<file path="src/rtl/serial_sub_pkg.sv">
// Shared definitions for the bit-serial subtractor: FSM state codes and default width.
package serial_sub_pkg;

  localparam int WIDTH_DEF = 16;

  typedef logic [1:0] state_t;

  localparam state_t S_IDLE = 2'd0;
  localparam state_t S_RUN  = 2'd1;
  localparam state_t S_DONE = 2'd2;

endpackage

</file>
<file path="src/rtl/serial_sub16_fs_cell.sv">
// One-bit full subtractor: d = x - y - bi, bo set when the bit position must borrow.
module fs_cell (
  input  logic x,
  input  logic y,
  input  logic bi,
  output logic d,
  output logic bo
);

  assign d  = x ^ y ^ bi;
  assign bo = (~x & y) | (~(x ^ y) & bi);

endmodule

</file>
<file path="src/rtl/serial_sub16.sv">
// Bit-serial subtractor, LSB first: diff = a - b - bin over WIDTH clocks with start/busy/done handshake.
//   state  | meaning
//   IDLE   | waiting for start; operands captured on accept
//   RUN    | one bit per clock through the full subtractor
//   DONE   | one-cycle done pulse; results already registered
import serial_sub_pkg::*;

module serial_sub16 #(
  parameter int WIDTH = WIDTH_DEF
) (
  input  logic             clk,
  input  logic             rst_n,
  input  logic             start,
  input  logic [WIDTH-1:0] a,
  input  logic [WIDTH-1:0] b,
  input  logic             bin,
  output logic             busy,
  output logic             done,
  output logic [WIDTH-1:0] diff,
  output logic             bout,
  output logic             ovf
);

  localparam int CW = $clog2(WIDTH);

  state_t           state;
  state_t           state_nxt;
  logic [CW-1:0]    cnt;
  logic [WIDTH-1:0] a_sh;
  logic [WIDTH-1:0] b_sh;
  logic [WIDTH-1:0] res;
  logic             br;
  logic             a_msb;
  logic             b_msb;
  logic             d_bit;
  logic             bo_bit;
  logic             last;

  fs_cell u_fs_cell (
    .x  (a_sh[0]),
    .y  (b_sh[0]),
    .bi (br),
    .d  (d_bit),
    .bo (bo_bit)
  );

  assign last = (cnt == CW'(WIDTH - 1));

  always_ff @(posedge clk or negedge rst_n) begin
    if (!rst_n) state <= S_IDLE;
    else        state <= state_nxt;
  end

  always_comb begin
    state_nxt = state;
    case (state)
      S_IDLE:  if (start) state_nxt = S_RUN;
      S_RUN:   if (last)  state_nxt = S_DONE;
      S_DONE:  state_nxt = S_IDLE;
      default: state_nxt = S_IDLE;
    endcase
  end

  always_comb begin
    busy = (state == S_RUN);
    done = (state == S_DONE);
  end

  // Results are written on the edge that processes the MSB so they are valid during the done pulse.
  always_ff @(posedge clk or negedge rst_n) begin
    if (!rst_n) begin
      a_sh  <= '0;
      b_sh  <= '0;
      res   <= '0;
      br    <= 1'b0;
      cnt   <= '0;
      a_msb <= 1'b0;
      b_msb <= 1'b0;
      diff  <= '0;
      bout  <= 1'b0;
      ovf   <= 1'b0;
    end else begin
      case (state)
        S_IDLE: begin
          if (start) begin
            a_sh  <= a;
            b_sh  <= b;
            br    <= bin;
            cnt   <= '0;
            a_msb <= a[WIDTH-1];
            b_msb <= b[WIDTH-1];
          end
        end
        S_RUN: begin
          a_sh <= a_sh >> 1;
          b_sh <= b_sh >> 1;
          br   <= bo_bit;
          res  <= {d_bit, res[WIDTH-1:1]};
          if (last) begin
            diff <= {d_bit, res[WIDTH-1:1]};
            bout <= bo_bit;
            ovf  <= (a_msb != b_msb) && (d_bit != a_msb);
          end else begin
            cnt <= cnt + 1'b1;
          end
        end
        default: ;
      endcase
    end
  end

endmodule

</file>
<file path="config.mk">
export PLATFORM = sky130hd
export DESIGN_NAME = serial_sub16
export DESIGN_NICKNAME = d
export VERILOG_FILES = /design/src/rtl/serial_sub_pkg.sv /design/src/rtl/serial_sub16_fs_cell.sv /design/src/rtl/serial_sub16.sv
export SDC_FILE = /design/constraint.sdc
export NUM_CORES = 1
export LEC_CHECK = 0
export CAP_MARGIN = 25
export CELL_PAD_IN_SITES_DETAIL_PLACEMENT = 0
export CELL_PAD_IN_SITES_GLOBAL_PLACEMENT = 1
export CORE_MARGIN = 3
export CORE_UTILIZATION = 25
export DETAILED_ROUTE_END_ITERATION = 10
export GPL_TIMING_DRIVEN = 0
export PLACE_DENSITY_LB_ADDON = 0.1
export SYNTH_ARGS = -nofsm -noshare
export SYNTH_HDL_FRONTEND = slang
export SYNTH_SLANG_ARGS = --single-unit
</file>
<file path="constraint.sdc">
create_clock -name clk -period 4.75 [get_ports clk]
set_clock_uncertainty 0.1 [all_clocks]
set_input_delay 0.475 -clock clk [delete_from_list [all_inputs] [get_ports clk]]
set_output_delay 0.475 -clock clk [all_outputs]
set_load 0.01 [all_outputs]
</file>
## After elaboration in Yosys (flattened, before gate mapping)

Cells that the tools add are included.

| storage, ports and cells | value |
|---|---|
| memories kept | 0 |
| bits in registers | 75 |
| input port bits | 36 |
| RAM bits | 0 |
| bits in latches | 0 |
| ROM bits | 0 |
| output and inout bits | 20 |

| cells by class | value |
|---|---|
| reduce and logical (&&, ||, !) cells | 8 |
| bitwise gates (word level) | 7 |
| shift-type cells | 0 |
| $lt $le $gt $ge | 0 |
| equal/unequal tests | 8 |
| div/mod/pow operators | 0 |
| muxes and demuxes | 12 |
| $add $sub $neg | 1 |
| multipliers | 0 |

Operators by type and width:

| operator | count |
|---|---|
| 16-bit case mux with 2 select lines | 2 |
| 16-bit 2-to-1 mux | 2 |
| 4-bit 2-to-1 mux | 2 |
| 4-bit case mux with 2 select lines | 1 |
| 2-bit AND reduction | 4 |
| 4-bit by 1-bit adder with 4-bit output (second input constant) | 1 |
| 4-bit equality test (second input constant) | 1 |
| 2-bit 2-to-1 mux | 2 |
| 2-bit inequality test (second input constant) | 2 |
| 2-bit case mux with 2 select lines | 1 |
| 3-bit AND reduction | 1 |
| 1-bit bitwise AND | 2 |
| 2-bit by 1-bit equality test with 1-bit output (second input constant) | 1 |
| 2-bit equality test (second input constant) | 1 |
| 2-bit zero test | 1 |
| 1-bit inequality test | 2 |
| 2-bit by 1-bit inequality test with 1-bit output (second input constant) | 1 |
| 1-bit inverter | 2 |
| 1-bit case mux with 2 select lines | 1 |
| 2-bit nonzero test | 1 |
| 1-bit XOR | 2 |
| 1-bit logical AND | 1 |
| 1-bit 2-to-1 mux | 1 |
| 1-bit bitwise OR | 1 |

## Logic depth before layout (Yosys ltp)

| depth | value |
|---|---|
| depth in word-level cells | 5 |
| gate-level depth with buffers | 7 |
| depth with buffers taken out | 5 |

## By module

A second synthesis with hierarchy kept.

| second synthesis, totals | value |
|---|---|
| cells, all modules | 290 |
| area, all modules | 3,220.6 um^2 |

Modules (own cells, without submodules):

| module | cells an instance | seq. area each (um^2) | area an instance (um^2) | times used |
|---|---|---|---|---|
| serial_sub16 | 286 | 1,851.8 | 3,189.3 | 1 |
| fs_cell | 4 | 0.0 | 31.3 | 1 |

## Worst setup path before layout

Ideal clock, no wire load.

| timing | value |
|---|---|
| kind | reg-to-output |
| start | reg state[1] |
| end | out busy |
| arrival | 1.135 ns |
| path slack | 3.040 ns |
| required time | 4.175 ns |
| cell stages (with the launch flop) | 6 |
| cell sequence | dfrtp_1 nand2b_1 buf_6 inv_6 buf_4 buf_4 |

| between the ends | value |
|---|---|
| cells in the longest elaborated chain, start to end | 1 |

RTL lines:

| what | RTL line | RTL |
|---|---|---|
| start, declared | serial_sub16.sv:26 | `state_t state;` |
| start signal, assigned | serial_sub16.sv:51 | `else state <= state_nxt;` |
| 2-bit by 1-bit equality test with 1-bit output | serial_sub16.sv:65 | `busy = (state == S_RUN);` |
| end, declared | serial_sub16.sv:17 | `output logic busy,` |

No other way between the ends.

## Final worst setup path

Same ends and word-level chain as after synthesis.

==> metrics.yaml <==
status:
  status: "complete, no violations"
logic_synthesis:
  postSynthAreaPerCell_um2: 11.2
  synth_ff_type: "dfrtp_1"
  synth-xor-area-share_pct: 0
  synth_nets: 328
  yosys.area_share.simple_pct: 13.1
  yosys.area.top_type: "dfrtp_1"
  ys_types: 38
  ys_warn_count: 0
  synth_top_family_by_area: "multiplexers"
  synthTopCellsByArea: "dfrtp_1, mux2i_1, nand2_1"
  synth_mux_area_share_pct: 16.4
  yosysMostFrequentCell: "nand2_1"
  yosys.area_share.adder_pct: 1.00
  ys_ff_latch: 74
  synth_top_area_share_pct: 57.1
  async_flop_share_pct: 100
  synth_compound_area_share_pct: 8.02
  synthCells: 290
  yosys-top-cells-count: "nand2_1, dfrtp_1, mux2i_1"
  ys_seq_area_share_pct: 57.1
  synth_edf_count: 0
  netlist_area_mm2: 0.00324
die:
  rows: 40
  start_util_pct: 26.2
  die-area_mm2: 0.0144
  core_mm2: 0.0124
  dieHeight_um: 120
  die_w_um: 120
  io_pins: 56
global_routing:
  antenna_found_initial: 0
  grt_max_degree: 48
  grt_pass1_wl_um: 12800
  globalRoute.totalOverflow: 0
  grt_use_met2_pct: 16.0
  busiest_layer: "met1"
  grt_use_met3_pct: 2.12
  track_usage_pct: 11.3
  gr-usage-met1_pct: 16.8
  grt_pass1_vias: 2411
hold_path:
  hold_depth: 2
  hold_start: "b_sh[13]"
  hold_path.class: "reg -> reg"
  min_to: "b_sh[13]"
detailed_routing:
  vias: 2286
  via_per_inst: 4.31
  avgRoutedWirePerCell_um: 14.3
  antenna_left: 0
  drt_iter0_drc: 99
  first_pass_iters: 5
  finalWirelength_um: 7610
  drc_errors: 0
critical_path:
  critPathArrivalTime_ns: 2.23
  r2r_end: "diff[6]"
  rr_startpoint: "cnt[0]"
  cp_max_fo: 10
  worst_r2r_path_depth: 5
  cp-end-kind: "primary output"
  start_kind: "flop"
  critPathKind: "reg -> out"
  crit_required_ns: 4.18
  r2r_slack_ns: 2.87
cts:
  clkSinkCount: 74
  clk_path_buf_depth: 2
  clk_pin_slew_worst_paths_ns: 0.06
  cts_tree: "done"
  numCtsBuffers: 9
  cts.htree.levels: 3
  post_cts_buffers: 0
  cts_root_buf: "clkbuf_16"
  insertion_delay_ns: 0.33
timing:
  hold_viol: 0
  max_slew.worst_pin.slew_ns: 0.484
  setup_violations: 0
  rsz0062_at_grt: "no"
  finalMaxSlewViolations: 0
  post-route-period-util_pct: 59.0
  relSlewSlack_pct: 67.8
  fmax_mhz: 357
  setup-tns-final_ns: 0
  fin_crit_ns: 2.80
power_and_ir_drop:
  total_power_mw: 2.87
  ir_drop_v: 0.000193
  pwr_density_cell_mw_per_mm2: 654
  total_leakage_power_nw: 2.05
placed_design:
  dpl_cell_area_mm2: 0.00403
  place_congestion: 0.733
  numPortBuffers: 55
  dp_hpwl_um: 5230
finish:
  final_layout_size_suffix_gt1_share_pct: 14.0
  layout.nets: 396
  final_area_mm2: 0.00438
  seq_area_mm2: 0.00185
  final_util_pct: 35.5
  antenna_cells: 0
  syn2layout_area_growth_pct: 35.1
  multiInputGateArea_mm2: 0.00125
  fill_cells: 1259
job:
  max-cap-violations: 0
-- worst max path at each step --
stage / startpoint / endpoint / slack (ns) / cells past startpoint
floorplan: state[1] / busy / 3.04 / 5
global placement: rst_n / res[1] / 0.16 / 1
detailed placement: state[1] / busy / 2.27 / 6
CTS: state[1] / busy / 1.90 / 6
global route: state[1] / busy / 1.86 / 6
finish: state[1] / busy / 1.95 / 6
-- sequential cells by signal, summed over array words and instances, names as in the netlist --
signal	cells
br	1
state	2
a_msb	1
ovf	1
bout	1
cnt	4
res	15
a_sh	16
b_sh	16
diff	16
b_msb	1
-- power by group --
group          internal [mW]  switching, mW  total (mW)
registers              0.915          0.175        1.09
logic                  0.512          0.484       0.996
clock network          0.515          0.265       0.781
-- routing by layer --
layer / part of all wire [%] / vias up
li1: - / 1126
met1: 51 / 1106
met2: 44 / 42
met3: 3.4 / 12
met4: 1.8 / 0
met5: 0 / -
-- stage by stage --
stage	setup slack (ns)	std cells	hold WS (ns)
6_report	1.95	531	0.376
5_1_grt	1.86	531	0.401
4_1_cts	1.90	531	0.381
3_5_place_dp	2.27	514	0.344
3_3_place_gp	0.160	513	0.362
2_1_floorplan	3.04	290	0.0794
-- logic make-up (layout without fill, tap and decap cells) --
kind of cell	count (synthesis)	count (layout)
mux	48	48
fa+ha+maj	2	2
flops	74	74
buf+inv	21	94
simple gates	98	98
compound gates	47	47
-- layout by cell type (no fill, tap or decap), drive strengths merged, types with 2 or more instances in the layout --
master,instances
nand3,4
a31oi,2
clkbuf,14
o21ai,32
nor3,3
bufinv,3
mux2i,30
dfrtp,74
mux2,18
clkinv,2
a21oi,6
inv,5
clkdlybuf4s50,54
nor2,3
nand2b,2
nand2,79
buf,14
-- worst max-delay path: stages (launching register included) --
cell and delay [ns]:
dfrtp_1 0.45, nand2b_1 0.18, buf_6 0.16, inv_6 0.12
buf_4 0.22, buf_4 0.21, clkdlybuf4s50_1 0.55
-- what timing repair did --
| item | CTS | global route |
|---|---|---|
| endpoints found under the hold margin | 22 | 0 |
| hold buffers | 1 | 0 |
| resized for setup | 0 | 0 |
-- final cells by class --
class	count	area share (%)
repair buffers	57	13.4
clock buffers	10	5.22
plain buffers	16	2.65
clock inverters	6	2.63
flip-flops and latches	74	42.2
multi-input cells	195	28.5
inverters	5	0.542
well taps	168	4.80
Note: power is estimated with default switching activity, not from simulation.
